===== config.mk =====
export PLATFORM = sky130hd
export DESIGN_NAME = uart_hub
export DESIGN_NICKNAME = d
export VERILOG_FILES = /design/src/rtl/uart_hub_pkg.sv /design/src/rtl/uart_hub_ch.sv /design/src/rtl/uart_hub.sv
export SDC_FILE = /design/constraint.sdc
export NUM_CORES = 1
export LEC_CHECK = 0
export ABC_CLOCK_PERIOD_IN_PS = 3200
export BUFFER_PORTS_ARGS = -buffer_cell sky130_fd_sc_hd__buf_4
export CORE_MARGIN = 1
export CORE_UTILIZATION = 30
export CTS_CLUSTER_DIAMETER = 50
export DETAILED_ROUTE_END_ITERATION = 10
export GPL_ROUTABILITY_DRIVEN = 0
export GPL_TIMING_DRIVEN = 1
export PLACE_DENSITY_LB_ADDON = 0.3
export SLEW_MARGIN = 25
export SYNTH_ARGS = -nofsm -noshare
export SYNTH_HDL_FRONTEND = slang
export SYNTH_SLANG_ARGS = --single-unit

===== constraint.sdc =====
create_clock -name clk_100m_i -period 3.2 [get_ports clk_100m_i]
set_input_delay 0.48 -clock clk_100m_i [delete_from_list [all_inputs] [get_ports clk_100m_i]]
set_output_delay 0.48 -clock clk_100m_i [all_outputs]
set_load 0.02 [all_outputs]

===== src/rtl/uart_hub_pkg.sv =====
// uart_hub shared constants and FSM encodings.
// UART_HUB_PARITY_EN adds the even-parity states.
package uart_hub_pkg;

  localparam logic [1:0] REG_CTRL   = 2'd0;
  localparam logic [1:0] REG_STATUS = 2'd1;
  localparam logic [1:0] REG_TXDATA = 2'd2;
  localparam logic [1:0] REG_RXDATA = 2'd3;

  localparam int ST_BUSY = 0;
  localparam int ST_RXV  = 1;
  localparam int ST_OVR  = 2;
  localparam int ST_FE   = 3;
  localparam int ST_PE   = 4;
  localparam int ST_W    = 5;

  typedef enum logic [2:0] {
    TX_IDLE,
    TX_START,
    TX_DATA,
`ifdef UART_HUB_PARITY_EN
    TX_PAR,
`endif
    TX_STOP
  } tx_state_t;

  typedef enum logic [2:0] {
    RX_IDLE,
    RX_START,
    RX_DATA,
`ifdef UART_HUB_PARITY_EN
    RX_PAR,
`endif
    RX_STOP
  } rx_state_t;

endpackage


===== src/rtl/uart_hub_ch.sv =====
// One full-duplex UART channel: TX/RX FSMs, sync, data regs, flags.
// UART_HUB_PARITY_EN adds even parity on both directions.
module uart_hub_ch
  import uart_hub_pkg::*;
#(
  parameter int DIV = 868
) (
  input  logic            clk,
  input  logic            rst_n,
  input  logic            send,
  input  logic            wr_tx,
  input  logic            rd_rx,
  input  logic [7:0]      wdata,
  input  logic            rx,
  output logic            tx,
  output logic            irq,
  output logic [ST_W-1:0] status,
  output logic [7:0]      txdata,
  output logic [7:0]      rxdata
);

  localparam int CW = $clog2(DIV);
  localparam logic [CW-1:0] LAST = CW'(DIV - 1);
  localparam logic [CW-1:0] HALF = CW'(DIV / 2 - 1);

  tx_state_t      tx_st, tx_nx;
  logic [CW-1:0]  tx_cnt;
  logic [2:0]     tx_bit;
  logic [7:0]     tx_sh;
  logic           tx_tick;
`ifdef UART_HUB_PARITY_EN
  logic           tx_par;
`endif

  assign tx_tick = tx_cnt == LAST;

  always_comb begin
    tx_nx = tx_st;
    unique case (tx_st)
      TX_IDLE:  if (send) tx_nx = TX_START;
      TX_START: if (tx_tick) tx_nx = TX_DATA;
      TX_DATA:
        if (tx_tick && tx_bit == 3'd7) begin
`ifdef UART_HUB_PARITY_EN
          tx_nx = TX_PAR;
`else
          tx_nx = TX_STOP;
`endif
        end
`ifdef UART_HUB_PARITY_EN
      TX_PAR:   if (tx_tick) tx_nx = TX_STOP;
`endif
      TX_STOP:  if (tx_tick) tx_nx = TX_IDLE;
      default:  tx_nx = TX_IDLE;
    endcase
  end

  always_ff @(posedge clk or negedge rst_n) begin
    if (!rst_n) begin
      tx_st  <= TX_IDLE;
      tx_cnt <= '0;
      tx_bit <= '0;
      tx_sh  <= '0;
      txdata <= '0;
`ifdef UART_HUB_PARITY_EN
      tx_par <= 1'b0;
`endif
    end else begin
      tx_st <= tx_nx;
      if (wr_tx) txdata <= wdata;
      if (tx_st == TX_IDLE || tx_tick) tx_cnt <= '0;
      else tx_cnt <= tx_cnt + 1'b1;
      // Shifter keeps its own copy so TXDATA writes never disturb a frame
      if (tx_st == TX_IDLE && send) begin
        tx_sh  <= txdata;
        tx_bit <= '0;
`ifdef UART_HUB_PARITY_EN
        tx_par <= ^txdata;
`endif
      end else if (tx_st == TX_DATA && tx_tick) begin
        tx_sh  <= tx_sh >> 1;
        tx_bit <= tx_bit + 1'b1;
      end
    end
  end

  always_comb begin
    tx = 1'b1;
    unique case (tx_st)
      TX_START: tx = 1'b0;
      TX_DATA:  tx = tx_sh[0];
`ifdef UART_HUB_PARITY_EN
      TX_PAR:   tx = tx_par;
`endif
      default:  tx = 1'b1;
    endcase
  end

  rx_state_t      rx_st, rx_nx;
  logic [CW-1:0]  rx_cnt;
  logic [2:0]     rx_bit;
  logic [7:0]     rx_sh;
  logic           s1, s2, rx_d;
  logic           rx_tick, rx_half, done;
  logic           rx_valid, rx_ovr, rx_fe;
`ifdef UART_HUB_PARITY_EN
  logic           rx_pe, par_err;
`endif

  assign rx_tick = rx_cnt == LAST;
  assign rx_half = rx_cnt == HALF;
  assign done    = rx_st == RX_STOP && rx_tick;

  always_comb begin
    rx_nx = rx_st;
    unique case (rx_st)
      RX_IDLE:  if (rx_d && !s2) rx_nx = RX_START;
      RX_START: if (rx_half) rx_nx = s2 ? RX_IDLE : RX_DATA;
      RX_DATA:
        if (rx_tick && rx_bit == 3'd7) begin
`ifdef UART_HUB_PARITY_EN
          rx_nx = RX_PAR;
`else
          rx_nx = RX_STOP;
`endif
        end
`ifdef UART_HUB_PARITY_EN
      RX_PAR:   if (rx_tick) rx_nx = RX_STOP;
`endif
      RX_STOP:  if (rx_tick) rx_nx = RX_IDLE;
      default:  rx_nx = RX_IDLE;
    endcase
  end

  always_ff @(posedge clk or negedge rst_n) begin
    if (!rst_n) begin
      s1       <= 1'b1;
      s2       <= 1'b1;
      rx_d     <= 1'b1;
      rx_st    <= RX_IDLE;
      rx_cnt   <= '0;
      rx_bit   <= '0;
      rx_sh    <= '0;
      rxdata   <= '0;
      rx_valid <= 1'b0;
      rx_ovr   <= 1'b0;
      rx_fe    <= 1'b0;
`ifdef UART_HUB_PARITY_EN
      rx_pe    <= 1'b0;
      par_err  <= 1'b0;
`endif
    end else begin
      s1    <= rx;
      s2    <= s1;
      rx_d  <= s2;
      rx_st <= rx_nx;
      // Restart the count at mid-start so later samples land mid-bit
      if (rx_st == RX_IDLE || rx_tick || (rx_st == RX_START && rx_half))
        rx_cnt <= '0;
      else
        rx_cnt <= rx_cnt + 1'b1;
      if (rx_st == RX_START) rx_bit <= '0;
      if (rx_st == RX_DATA && rx_tick) begin
        rx_sh  <= {s2, rx_sh[7:1]};
        rx_bit <= rx_bit + 1'b1;
      end
`ifdef UART_HUB_PARITY_EN
      if (rx_st == RX_PAR && rx_tick) rx_pe <= s2 ^ (^rx_sh);
`endif
      // A completing frame outranks a same-cycle RXDATA read
      if (done) begin
        rxdata   <= rx_sh;
        rx_valid <= 1'b1;
        rx_ovr   <= (rx_ovr | rx_valid) & ~rd_rx;
        rx_fe    <= (rx_fe & ~rd_rx) | ~s2;
`ifdef UART_HUB_PARITY_EN
        par_err  <= (par_err & ~rd_rx) | rx_pe;
`endif
      end else if (rd_rx) begin
        rx_valid <= 1'b0;
        rx_ovr   <= 1'b0;
        rx_fe    <= 1'b0;
`ifdef UART_HUB_PARITY_EN
        par_err  <= 1'b0;
`endif
      end
    end
  end

  assign irq = rx_valid;

  always_comb begin
    status          = '0;
    status[ST_BUSY] = tx_st != TX_IDLE;
    status[ST_RXV]  = rx_valid;
    status[ST_OVR]  = rx_ovr;
    status[ST_FE]   = rx_fe;
`ifdef UART_HUB_PARITY_EN
    status[ST_PE]   = par_err;
`else
    status[ST_PE]   = 1'b0;
`endif
  end

endmodule


===== src/rtl/uart_hub.sv =====
// N-channel memory-mapped UART hub: address decode and read mux.
// Define UART_HUB_PARITY_EN for 11-bit even-parity frames.
module uart_hub
  import uart_hub_pkg::*;
#(
  parameter int N_CH   = 3,
  parameter int CLK_HZ = 100_000_000,
  parameter int BAUD   = 115_200,
  parameter int ADDR_W = $clog2(N_CH) + 2
) (
  input  logic              clk_100m_i,
  input  logic              rst_n_i,
  input  logic              we_i,
  input  logic              re_i,
  input  logic [ADDR_W-1:0] addr_i,
  input  logic [31:0]       wdata_i,
  output logic [31:0]       rdata_o,
  input  logic [N_CH-1:0]   rx_i,
  output logic [N_CH-1:0]   tx_o,
  output logic [N_CH-1:0]   irq_o
);

  localparam int DIV = CLK_HZ / BAUD;

  logic [ADDR_W-1:0] ch_idx;
  logic [1:0]        reg_sel;
  logic              unused_wdata;

  assign ch_idx       = addr_i >> 2;
  assign reg_sel      = addr_i[1:0];
  assign unused_wdata = ^wdata_i[31:8];

  logic [ST_W-1:0] st  [N_CH];
  logic [7:0]      txd [N_CH];
  logic [7:0]      rxd [N_CH];

  for (genvar i = 0; i < N_CH; i++) begin : g_ch
    logic sel;
    assign sel = ch_idx == ADDR_W'(i);

    uart_hub_ch #(
      .DIV(DIV)
    ) u_ch (
      .clk   (clk_100m_i),
      .rst_n (rst_n_i),
      .send  (we_i & sel & (reg_sel == REG_CTRL) & wdata_i[0]),
      .wr_tx (we_i & sel & (reg_sel == REG_TXDATA)),
      .rd_rx (re_i & sel & (reg_sel == REG_RXDATA)),
      .wdata (wdata_i[7:0]),
      .rx    (rx_i[i]),
      .tx    (tx_o[i]),
      .irq   (irq_o[i]),
      .status(st[i]),
      .txdata(txd[i]),
      .rxdata(rxd[i])
    );
  end

  // Out-of-range channels match no index and read as zero
  always_comb begin
    rdata_o = '0;
    for (int i = 0; i < N_CH; i++) begin
      if (ch_idx == ADDR_W'(i)) begin
        case (reg_sel)
          REG_STATUS: rdata_o = 32'(st[i]);
          REG_TXDATA: rdata_o = 32'(txd[i]);
          REG_RXDATA: rdata_o = 32'(rxd[i]);
          default:    rdata_o = '0;
        endcase
      end
    end
  end

endmodule


==> results of run 1 <==
## power groups by stage
stage | registers [uW] | logic [uW] | clock network [uW]
floorplan | 2940 | 479 | 0
CTS | 2990 | 609 | 3000
global placement | 3040 | 591 | 0
finish | 2990 | 593 | 2910
detailed placement | 3040 | 601 | 0
global route | 3030 | 679 | 3110
## per-stage QoR
stage / setup slack, ns / area [sq um] / hold slack (ns) / std cells
2_1_floorplan: 0.3669 / 10030 / 0.1844 / 899
3_3_place_gp: 0.2809 / 10520 / 0.3458 / 1318
3_5_place_dp: 0.3051 / 10520 / 0.3484 / 1318
4_1_cts: 0.1373 / 11420 / 0.03106 / 1369
5_1_grt: 0.07056 / 11420 / 0.02643 / 1369
6_report: 0.2355 / 11420 / 0.05806 / 1369
## final timing paths
| kind | slack [ns] | cells after the start | endpoint | startpoint |
|---|---|---|---|---|
| max | 0.24 | 8 | rdata_o[0] | g_ch[2].u_ch.tx_st[0] |
| min | 0.06 | 1 | g_ch[2].u_ch.s1 | rx_i[2] |
| max reg2reg | 1.01 | 5 | g_ch[1].u_ch.rx_sh[6] | g_ch[1].u_ch.rx_cnt[0] |
| min reg2reg | 0.36 | 0 | g_ch[0].u_ch.s2 | g_ch[0].u_ch.s1 |
| max in group asynchronous | 1.81 | 3 | g_ch[1].u_ch.tx_bit[1] | rst_n_i |
| min in group asynchronous | 0.52 | 2 | g_ch[1].u_ch.rx_cnt[4] | rst_n_i |
## cells in the final DEF (no fill, tap or decap), types with 3 or more instances in the layout
cell type	count
dfrtp_1	195
nor2_1	90
mux2_2	77
nand2_1	50
mux2i_1	45
buf_4	38
xor2_1	34
ha_1	33
nand3_1	29
inv_1	28
clkbuf_16	27
o21ai_0	25
conb_1	24
nand4_1	21
a21oi_1	20
xnor2_1	16
and3_1	15
nand2b_1	12
dfstp_2	9
nor3_1	8
o22ai_1	7
a221o_1	6
mux2_4	6
clkinv_2	6
clkinv_4	6
and4_1	5
a22oi_1	5
nor2b_1	5
a211oi_1	5
nor3b_1	4
and2_1	4
and4b_1	4
a31oi_1	4
nor4bb_1	3
o32a_1	3
a22o_1	3
o21a_1	3
o21bai_1	3
clkbuf_1	3
clkinvlp_4	3
## state kept, by name, indices dropped and copies added (netlist names)
register,count
g_ch.u_ch.tx_sh,24
g_ch.u_ch.irq,3
g_ch.u_ch.tx_cnt,30
g_ch.u_ch.tx_bit,9
g_ch.u_ch.rx_cnt,30
g_ch.u_ch.s2,3
g_ch.u_ch.tx_st,6
g_ch.u_ch.rx_bit,9
g_ch.u_ch.rx_st,6
g_ch.u_ch.txdata,24
g_ch.u_ch.rx_d,3
g_ch.u_ch.rxdata,24
g_ch.u_ch.s1,3
g_ch.u_ch.rx_fe,3
g_ch.u_ch.rx_sh,24
g_ch.u_ch.rx_ovr,3
## worst max-delay path: stages (launching register included)
cell,delay [ns]
dfrtp_1,0.39
inv_1,0.09
ha_1,0.29
inv_1,0.18
o22ai_1,0.09
and2_0,0.18
a2111oi_2,0.44
buf_4,0.18
buf_4,0.12
## cells by family after synthesis
kind of cell | Yosys count
and+or+nand+nor | 271
DFF | 204
muxes | 129
AOI/OAI and AO/OA | 97
buffers and inverters | 91
xor gates and xnor gates | 50
adders and majority gates | 33
other | 1
## per-layer routing
layer  vias up  part of all wire [%]
met1      3141                    49
met4         0                   2.1
li1       3097                     -
met5         -                     0
met2        79                    45
met3        31                   3.5
## area by class of cell
class | count | area [sq um] | area share, %
clock buffers | 30 | 686.9 | 6.017
clock inverters | 20 | 193.9 | 1.699
inverters | 28 | 105.1 | 0.9207
repair buffers | 41 | 329.1 | 2.883
multi-input cells | 604 | 4432 | 38.82
well taps | 442 | 553.0 | 4.844
flip-flops and latches | 204 | 5116 | 44.82
## timing repair
action                                  CTS  global route
hold buffers                              1             0
hold endpoints to repair                 12             0
endpoints found under the setup margin    1             0
resized for setup                         2             0
==> metrics.md, run 1 <==
| Metric | Value |
|---|---|
| Status | completed |
| Post-synth EDFFs | 0 |
| GRT Max-Usage Layer | met2 |
| Max Cap Viol | 0 |
| Clock buffer depth | 3 |
| Clk sinks | approximately 200 |
| Final period util | 92.64% |
| Gr usage total | between 10 and 15% |
| Main combinational cell family by area after synthesis | multiplexers |
| Worst setup path category | flop to primary output |
| Post-Synth XOR/XNOR Area | under 10% |
| CTS tree | done |
| Relative slew slack | 44.66% |
| Post-layout minimum cycle time | 2.964 ns |
| Synth Cell Area | roughly 9900 sq um |
| PwrDens | 568.9 nW/um^2 |
| Clock-pin transition on the worst setup and hold timing paths | roughly 0.060 ns |
| Pleak | about 0.0053 uW |
| Fillers | ~3300 |
| Largest cells by area after synthesis | dfrtp_1, mux2_2, mux2i_1 |
| Met2 usage | approximately a fifth |
| Slew Limit Fails | 0 |
| Largest net degree at the start of global routing | 75 |
| Pint | 4776 uW |
| DRT Pass-1 Iters | 4 |
| Synth top area share | between 40% and 50% |
| Maximum vdd drop | 0.3692 mV |
| Top-count cell post-synth | dfrtp_1 |
| Largest fanout on the critical path | 6 |
| Total power | 6495 uW |
| Die height | 184.1 um |
| DR vias/cell | 4.637 |
| DIE WIDTH | 184.1 um |
| Synth Instances | 876 |
| First-pass GRT wire length | 32900 um |
| Count of input and output buffers | 32 |
| Yosys reg bits | between 200 and 250 |
| Distinct cells, synth | 67 |
| Rows | 66 |
| Antenna cells | 0 |
| Commonest cells in the synthesized netlist | dfrtp_1, nor2_1, mux2_2 |
| Core Util, Final | 35.09% |
| Most used DFF post-synth | dfrtp_1 |
| Logic gate share of total power | between 9 and 10% |
| F_max | 337.3 MHz |
| Post-CTS Setup Bufs | 0 |
| Routed Antenna Nets | 0 |
| Met3 GRT Util | 2.278% |
| Initial Utilization | 30.56% |
| DRT Wirelength | 19510 um |
| Synth Area in Adders | 4.153% |
| Post-synthesis async set-or-reset flop share | 100.0% |
| Num CTS Buffers | 27 |
| GRT overflow | 0 |
| RSZ-0062 raised after global routing | no |
| Setup TNS | 0 ns |
| Reg power frac | 46.1% |
| Num ports | 81 |
| Fin. Hold Viols | 0 |
| Sw frac | 26.47% |
| Wirelength per Cell | 14.25 um |
| Htree depth | 1 |
| DP HPWL | 13580 um |
| Synthesis-to-layout area growth | 14.81% |
| Starting DRC count in detailed routing | around 380 |
| Initial antenna violation count | 0 |
| Via count | 6348 |
| DRC violations left | 0 |
| Multiplexer share of the synthesized area | 14.38% |
| Endpoint type of the worst setup path | primary output |
| Hold Crit Class | primary input to flop |
| Required time worst endpoint | approximately 2.7 ns |
| Psw | 1719 uW |
| Sequential fraction of the synthesis area | 51.45% |
| Clock latency on the worst-skew pair | 0.52 ns |
| Setup Skew | 0.01239 ns |
| Post-synthesis compound-gate area fraction | 6.493% |
| Worst Tran Pin Value | 0.8266 ns |
| Arrival time worst endpoint | about 2.5 ns |
| Met1 GRT Util | 16.96% |
| Avg Cell Area, Syn | 11.35 sq um |
| Nature of the critical path startpoint | flop |
| Die ar. | 33880 sq um |
| Synth Area in Simple Gates | 14.17% |
| Synth area leader | dfrtp_1 |
| Layout Nets | about 980 |
| Fraction of layout instances using a drive strength above 1 | roughly a fifth |
| Syn. warnings | 0 |
| Final setup fails | 0 |
| Root Driver | clkbuf_16 |
| Number of global-route vias before repair | between 6000 and 7000 |
| Core area | 32540 sq um |
| Clock power share | 44.8% |
Note: power is estimated with default switching activity, not from simulation.
==> run 2, diff against run 1 <==
--- a/config.mk
+++ b/config.mk
@@ -6,11 +6,11 @@
 export NUM_CORES = 1
 export LEC_CHECK = 0
 export ABC_CLOCK_PERIOD_IN_PS = 3200
-export BUFFER_PORTS_ARGS = -buffer_cell sky130_fd_sc_hd__buf_4
 export CORE_MARGIN = 1
 export CORE_UTILIZATION = 30
 export CTS_CLUSTER_DIAMETER = 50
 export DETAILED_ROUTE_END_ITERATION = 10
+export DONT_BUFFER_PORTS = 1
 export GPL_ROUTABILITY_DRIVEN = 0
 export GPL_TIMING_DRIVEN = 1
 export PLACE_DENSITY_LB_ADDON = 0.3
==> run 2 against run 1 <==
Net effect:
- the run now ends with hold timing left
- non-clock buffer count is 29 lower
- final cell count down 2.0%
- hold slack got worse by 0.38 ns
- die area is the same
- fmax is 1.4% lower
- clock power grew 9.3%
- routed wire length is 1.6% higher
- total power up 2.4%
- design area fell by 1.2%
- critical path depth is 1 lower
- largest cell class unchanged
- critical endpoint unchanged
- combinational power fell by 21%
==> metrics.md, run 2 (synthesis results as in run 1) <==
| Metric | Value |
|---|---|
| Status | complete, but fails checks |
| Violated checks | hold timing |
| Initial antenna violation count | 0 (unchanged) |
| Rows | 66 (unchanged) |
| CTS tree | done |
| Synthesis-to-layout area growth | 13.41% |
| Layout Nets | 954 (-2.9%) |
| Arrival time worst endpoint | 2.53 ns (+0.05 ns) |
| Commonest cells after routing, fill and taps aside | dfrtp_1, nor2_1, mux2_2 |
| Nature of the critical path startpoint | flop |
| DRT Wirelength | 19820 um (+1.6%) |
| Largest net degree at the start of global routing | 205 (+170%) |
| Crit-path cells | inv_1 -> ha_1 -> inv_1 -> o22ai_1 -> and2_0 -> a2111oi_1 -> buf_4 |
| Via count | 6293 (-0.87%) |
| Post-layout minimum cycle time | 3.005 ns (+0.04070 ns) |
| Relative slew slack | 42.07% (-2.6 points) |
| Count of input and output buffers | 0 (-100%) |
| Largest fanout on the critical path | 6 (unchanged) |
| Cell mode on critical path | inv_1 |
| Final period util | 93.91% (+1.3 points) |
| DR vias/cell | 4.689 (+1.1%) |
| Gr usage total | 11.92% (-0.092 points) |
| F_max | 332.8 MHz (-1.4%) |
| Worst Tran Pin Value | 0.8598 ns (+0.03314 ns) |
| Initial Utilization | 30.56% (unchanged) |
| Hold Crit Class | primary input to async pin |
| Slew Limit Fails | 0 (unchanged) |
| Worst R2R End | g_ch[1].u_ch.rx_sh[6] |
| Starting DRC count in detailed routing | 269 (-29%) |
| R2R Path Start | g_ch[1].u_ch.rx_cnt[0] |
| DRT Pass-1 Iters | 4 (unchanged) |
| Max Cap Viol | 0 (unchanged) |
| Clock buffer depth | 3 (unchanged) |
| Pleak | 0.005176 uW (-2.1%) |
| Most common cell after layout, fill and taps aside | dfrtp_1 |
| DIE WIDTH | 184.1 um (unchanged) |
| Worst setup path category | flop to primary output |
| Clock-pin transition on the worst setup and hold timing paths | 0.05 ns (about the same) |
| Slowest stage delay, CP | 0.57 ns (+0.13 ns) |
| WP buf/inv | 3 (-1) |
| Worst Hold Margin | -0.3267 ns (-0.3848 ns) |
| Num ports | 81 (unchanged) |
| Htree depth | 1 (unchanged) |
| Setup TNS | 0 ns (unchanged) |
| Post_cts resized | 0 (-2) |
| PwrDens | 590.0 nW/um^2 (+3.7%) |
| Required time worst endpoint | 2.72 ns (about the same) |
| Fraction of layout instances using a drive strength above 1 | 17.89% (-2.9 points) |
| RSZ-0062 raised after global routing | no |
| Final setup fails | 0 (unchanged) |
| Routed Antenna Nets | 0 (unchanged) |
| Core area | 32540 sq um (unchanged) |
| R2R depth | 5 (unchanged) |
| Final setup slack of the worst path | 0.1948 ns (-0.04070 ns) |
| Slowest-stage cell, CP | a2111oi_1 |
| Root Driver | clkbuf_16 |
| GRT overflow | 0 (unchanged) |
| Fillers | 3312 (+0.88%) |
| Fin. Hold Viols | 201 (+201) |
| Clk sinks | 204 (unchanged) |
| Die ar. | 33880 sq um (unchanged) |
| Post-CTS Setup Bufs | 0 (unchanged) |
| Post-CTS Hold Buffers | 3 (+2) |
| Number of global-route vias before repair | 6092 (-2.9%) |
| Endpoint type of the worst setup path | primary output |
| DP HPWL | 13320 um (-1.9%) |
| Pre-CTS setup slack | 0.6609 ns (+0.3558 ns) |
| Antenna cells | 0 (unchanged) |
| Setup Skew | 0.009911 ns (-0.002480 ns) |
| Die height | 184.1 um (unchanged) |
| Setup slack, reg-to-reg | 1.00 ns (about the same) |
| DRC violations left | 0 (unchanged) |
| Wirelength per Cell | 14.77 um (+3.7%) |
| Top Family by Delay on Critical Path | compound AO/OA/AOI/OAI gates |
| Regs by FF count | g_ch.u_ch.rx_cnt (30), g_ch.u_ch.tx_cnt (30) |
| Maximum vdd drop | 0.3918 mV (+6.1%) |
| Num CTS Buffers | 28 (+3.7%) |
| Clock latency on the worst-skew pair | 0.53 ns (about the same) |
| First-pass GRT wire length | 32410 um (-1.5%) |
[run 2: changes by cell type in the layout (fill, tap and decap cells not counted)]
cell	before	now
buf_4	38	9
clkbuf_8	1	7
clkinv_2	6	0
clkinv_4	6	2
clkbuf_1	3	5
clkbuf_16	27	29
dlygate4sd3_1	1	3
a2111oi_1	0	1
a2111oi_2	1	0
buf_12	1	0
inv_6	2	3
[run 2: layer usage]
metal  vias to the layer above  GRT usage, %  wire [um]
met5                         -             0          0
met4                         0         3.667        491
met3                        36         1.961        660
met2                        90         19.06       9080
met1                      3130         16.43       9589
li1                       3037             -          -
[run 2: how the worst max path moves through the flow]
| stage | from | to | slack [ns] | depth (start not counted) |
|---|---|---|---|---|
| 4_1_cts | g_ch[2].u_ch.tx_st[0] | rdata_o[0] | 0.08 | 7 |
| 6_report | g_ch[2].u_ch.tx_st[0] | rdata_o[0] | 0.19 | 7 |
| 5_1_grt | g_ch[2].u_ch.tx_st[0] | rdata_o[0] | 0.06 | 7 |
| 3_5_place_dp | g_ch[2].u_ch.tx_st[0] | rdata_o[0] | 0.66 | 7 |
| 3_3_place_gp | g_ch[2].u_ch.tx_st[0] | rdata_o[0] | 0.65 | 7 |
| 2_1_floorplan | addr_i[1] | rdata_o[0] | 0.37 | 6 |
[run 2: layout make-up]
class / count / area [sq um] / area share [%]
well taps: 442 / 553.0 / 4.904
clock buffers: 41 / 840.8 / 7.456
repair buffers: 12 / 97.59 / 0.8654
inverters: 28 / 105.1 / 0.9320
flip-flops and latches: 204 / 5116 / 45.37
multi-input cells: 604 / 4427 / 39.25
clock inverters: 11 / 137.6 / 1.220
[run 2: through the flow]
step	utilization [%]	power [uW]	std cells	area, sq um
global route	34.66	6946	1342	11280
global placement	31.56	3504	1287	10270
CTS	34.66	6749	1342	11280
detailed placement	31.56	3521	1287	10270
finish	34.66	6654	1342	11280
floorplan	-	3416	899	10030
[run 2: power by group]
part	internal, uW	total [uW]	switching [uW]
clock network	2000	3180	1180
logic	235	471	236
registers	2770	3010	234
total	5000	6650	1650
[run 2: worst reg2reg max path: stages (launching register included)]
cell      delay [ns]
dfrtp_1         0.40
ha_1            0.23
nor4bb_1        0.27
and3_1          0.24
and3b_1         0.54
mux2_2          0.41
==> run 3, diff against run 2 <==
--- a/config.mk
+++ b/config.mk
@@ -8,6 +8,7 @@
 export ABC_CLOCK_PERIOD_IN_PS = 3200
 export CORE_MARGIN = 1
 export CORE_UTILIZATION = 30
+export CTS_BUF_LIST = sky130_fd_sc_hd__clkbuf_16
 export CTS_CLUSTER_DIAMETER = 50
 export DETAILED_ROUTE_END_ITERATION = 10
 export DONT_BUFFER_PORTS = 1
==> run 3 against run 2 <==
Net effect:
- the run still ends with hold timing left
- critical endpoint unchanged
- die area is the same
- final cell count stayed put
- routed wire length is 0.43% lower
- hold slack improved by 0.00069 ns
- highest routed layer unchanged
- flip-flop and latch count unchanged
- sequential power about the same
- global-route usage barely moved
==> metrics.md, run 3 (synthesis results as in run 1) <==
| Metric | Value |
|---|---|
| Fin. Hold Viols | 201 (unchanged) |
| Rows | 66 (unchanged) |
| Setup Skew | 0.009883 ns (-0.00002786 ns) |
| Most common cell after layout, fill and taps aside | dfrtp_1 |
| Design area | 11210 sq um (-0.62%) |
| Slew Limit Fails | 0 (unchanged) |
| Largest fanout on the critical path | 6 (unchanged) |
| Worst setup path category | flop to primary output |
| Gr usage total | 11.88% (-0.038 points) |
| Arrival time worst endpoint | 2.51 ns (-0.02 ns) |
| Fillers | 3318 (+0.18%) |
| Num CTS Buffers | 28 (unchanged) |
| Total power | 6458 uW (-2.9%) |
| Dpl cell area | 10270 sq um (unchanged) |
| Routed Antenna Nets | 0 (unchanged) |
| Placed cell count | 1287 (unchanged) |
| Die ar. | 33880 sq um (unchanged) |
| Commonest cells after routing, fill and taps aside | dfrtp_1, nor2_1, mux2_2 |
| GRT overflow | 0 (unchanged) |
| Maximum vdd drop | 0.3919 mV (about the same) |
| Layout Nets | 954 (unchanged) |
| Required time worst endpoint | 2.72 ns (about the same) |
| Worst Tran Pin Value | 0.8598 ns (-0.00000005960 ns) |
| Clock buffer depth | 3 (unchanged) |
| Regs by FF count | g_ch.u_ch.rx_cnt (30), g_ch.u_ch.tx_cnt (30) |
| Post-CTS Setup Bufs | 0 (unchanged) |
| Wirelength per Cell | 14.71 um (-0.43%) |
| Clk sinks | 204 (unchanged) |
| Htree depth | 1 (unchanged) |
| Root Driver | clkbuf_16 |
| F_max | 334.2 MHz (+0.43%) |
| DR vias/cell | 4.680 (-0.21%) |
| RSZ-0062 raised after global routing | no |
| DRT Wirelength | 19740 um (-0.43%) |
| Clock-pin transition on the worst setup and hold timing paths | 0.05 ns (about the same) |
| Starting DRC count in detailed routing | 290 (+7.8%) |
| DIE WIDTH | 184.1 um (unchanged) |
| First-pass GRT wire length | 32320 um (-0.28%) |
| Initial antenna violation count | 0 (unchanged) |
| Num ports | 81 (unchanged) |
| Post_cts resized | 0 (unchanged) |
| Initial Utilization | 30.56% (unchanged) |
| Nature of the critical path startpoint | flop |
| Count of input and output buffers | 0 (unchanged) |
| Worst Hold Margin | -0.3260 ns (+0.0006900 ns) |
| Hold Crit Class | primary input to async pin |
| R2R depth | 4 (-1) |
| Relative slew slack | 42.07% (about the same) |
| Pleak | 0.005157 uW (-0.36%) |
| Status | complete, but fails checks |
| Final setup fails | 0 (unchanged) |
| Setup slack, reg-to-reg | 1.02 ns (+0.02 ns) |
| Clock latency on the worst-skew pair | 0.53 ns (about the same) |
| Setup TNS | 0 ns (unchanged) |
| Post-CTS Hold Buffers | 3 (unchanged) |
| Violated checks | hold timing |
| Synthesis-to-layout area growth | 12.71% |
| DRC violations left | 0 (unchanged) |
| Antenna cells | 0 (unchanged) |
| Die height | 184.1 um (unchanged) |
| Number of global-route vias before repair | 6101 (+0.15%) |
| Core area | 32540 sq um (unchanged) |
| Post-layout minimum cycle time | 2.992 ns (-0.01288 ns) |
| DP HPWL | 13320 um (unchanged) |
| Fin cells | 1342 (unchanged) |
| DRT Pass-1 Iters | 4 (unchanged) |
| PwrDens | 576.3 nW/um^2 (-2.3%) |
| Largest net degree at the start of global routing | 205 (unchanged) |
| CTS tree | done |
| Fraction of layout instances using a drive strength above 1 | 17.11% (-0.78 points) |
| R2R Path Start | g_ch[2].u_ch.rx_cnt[3] |
| Final period util | 93.51% (-0.40 points) |
| Max Cap Viol | 0 (unchanged) |
| Via count | 6280 (-0.21%) |
| Endpoint type of the worst setup path | primary output |
| Worst R2R End | g_ch[2].u_ch.rxdata[4] |
-- run 3: cell count changes in the layout (fill, tap and decap cells not counted) --
cell	delta
clkbuf_1	-5
inv_1	+5
clkbuf_8	-7
clkinv_1	+7
-- run 3: report_power, final --
group	switching [uW]	leakage [uW]	total [uW]	internal, uW
Clock	1170	0.000452	2980	1810
Combinational	236	0.00218	471	235
Sequential	234	0.00252	3010	2770
-- run 3: routing by layer --
metal / wire (um) / GRT usage, % / vias up
met4: 490 / 3.600 / 0
met2: 9009 / 19.08 / 75
met5: 0 / 0 / -
met3: 533 / 1.961 / 33
li1: - / - / 3040
met1: 9702 / 16.33 / 3132
-- run 3: worst max-delay path by stage --
stage | start | end | slack [ns] | cells past startpoint
after floorplan | addr_i[1] | rdata_o[0] | 0.37 | 6
after global routing | g_ch[2].u_ch.tx_st[0] | rdata_o[0] | 0.06 | 7
final | g_ch[2].u_ch.tx_st[0] | rdata_o[0] | 0.21 | 7
after CTS | g_ch[2].u_ch.tx_st[0] | rdata_o[0] | 0.08 | 7
after detailed placement | g_ch[2].u_ch.tx_st[0] | rdata_o[0] | 0.66 | 7
after global placement | g_ch[2].u_ch.tx_st[0] | rdata_o[0] | 0.65 | 7
-- run 3: stage by stage --
step	utilization (%)	setup WS (ns)	hold WS [ns]
5_1_grt	34.44	0.06392	-0.3687
6_report	34.44	0.2077	-0.3260
4_1_cts	34.44	0.07621	-0.3640
3_5_place_dp	31.56	0.6609	0.2041
3_3_place_gp	31.56	0.6538	0.2045
2_1_floorplan	-	0.3669	0.1844
-- run 3: critical path: stages (launching register included) --
cell and delay, ns:
dfrtp_1 0.38, inv_1 0.09, ha_1 0.28, inv_1 0.16, o22ai_1 0.09, and2_0 0.18
a2111oi_1 0.56, buf_4 0.25
-- run 3: cell type report --
class | count | area, sq um | area share, %
flip-flops and latches | 204 | 5116 | 45.65
clock inverters | 23 | 182.7 | 1.630
multi-input cells | 604 | 4427 | 39.50
repair buffers | 12 | 97.59 | 0.8708
clock buffers | 29 | 725.7 | 6.475
well taps | 442 | 553.0 | 4.935
inverters | 28 | 105.1 | 0.9378
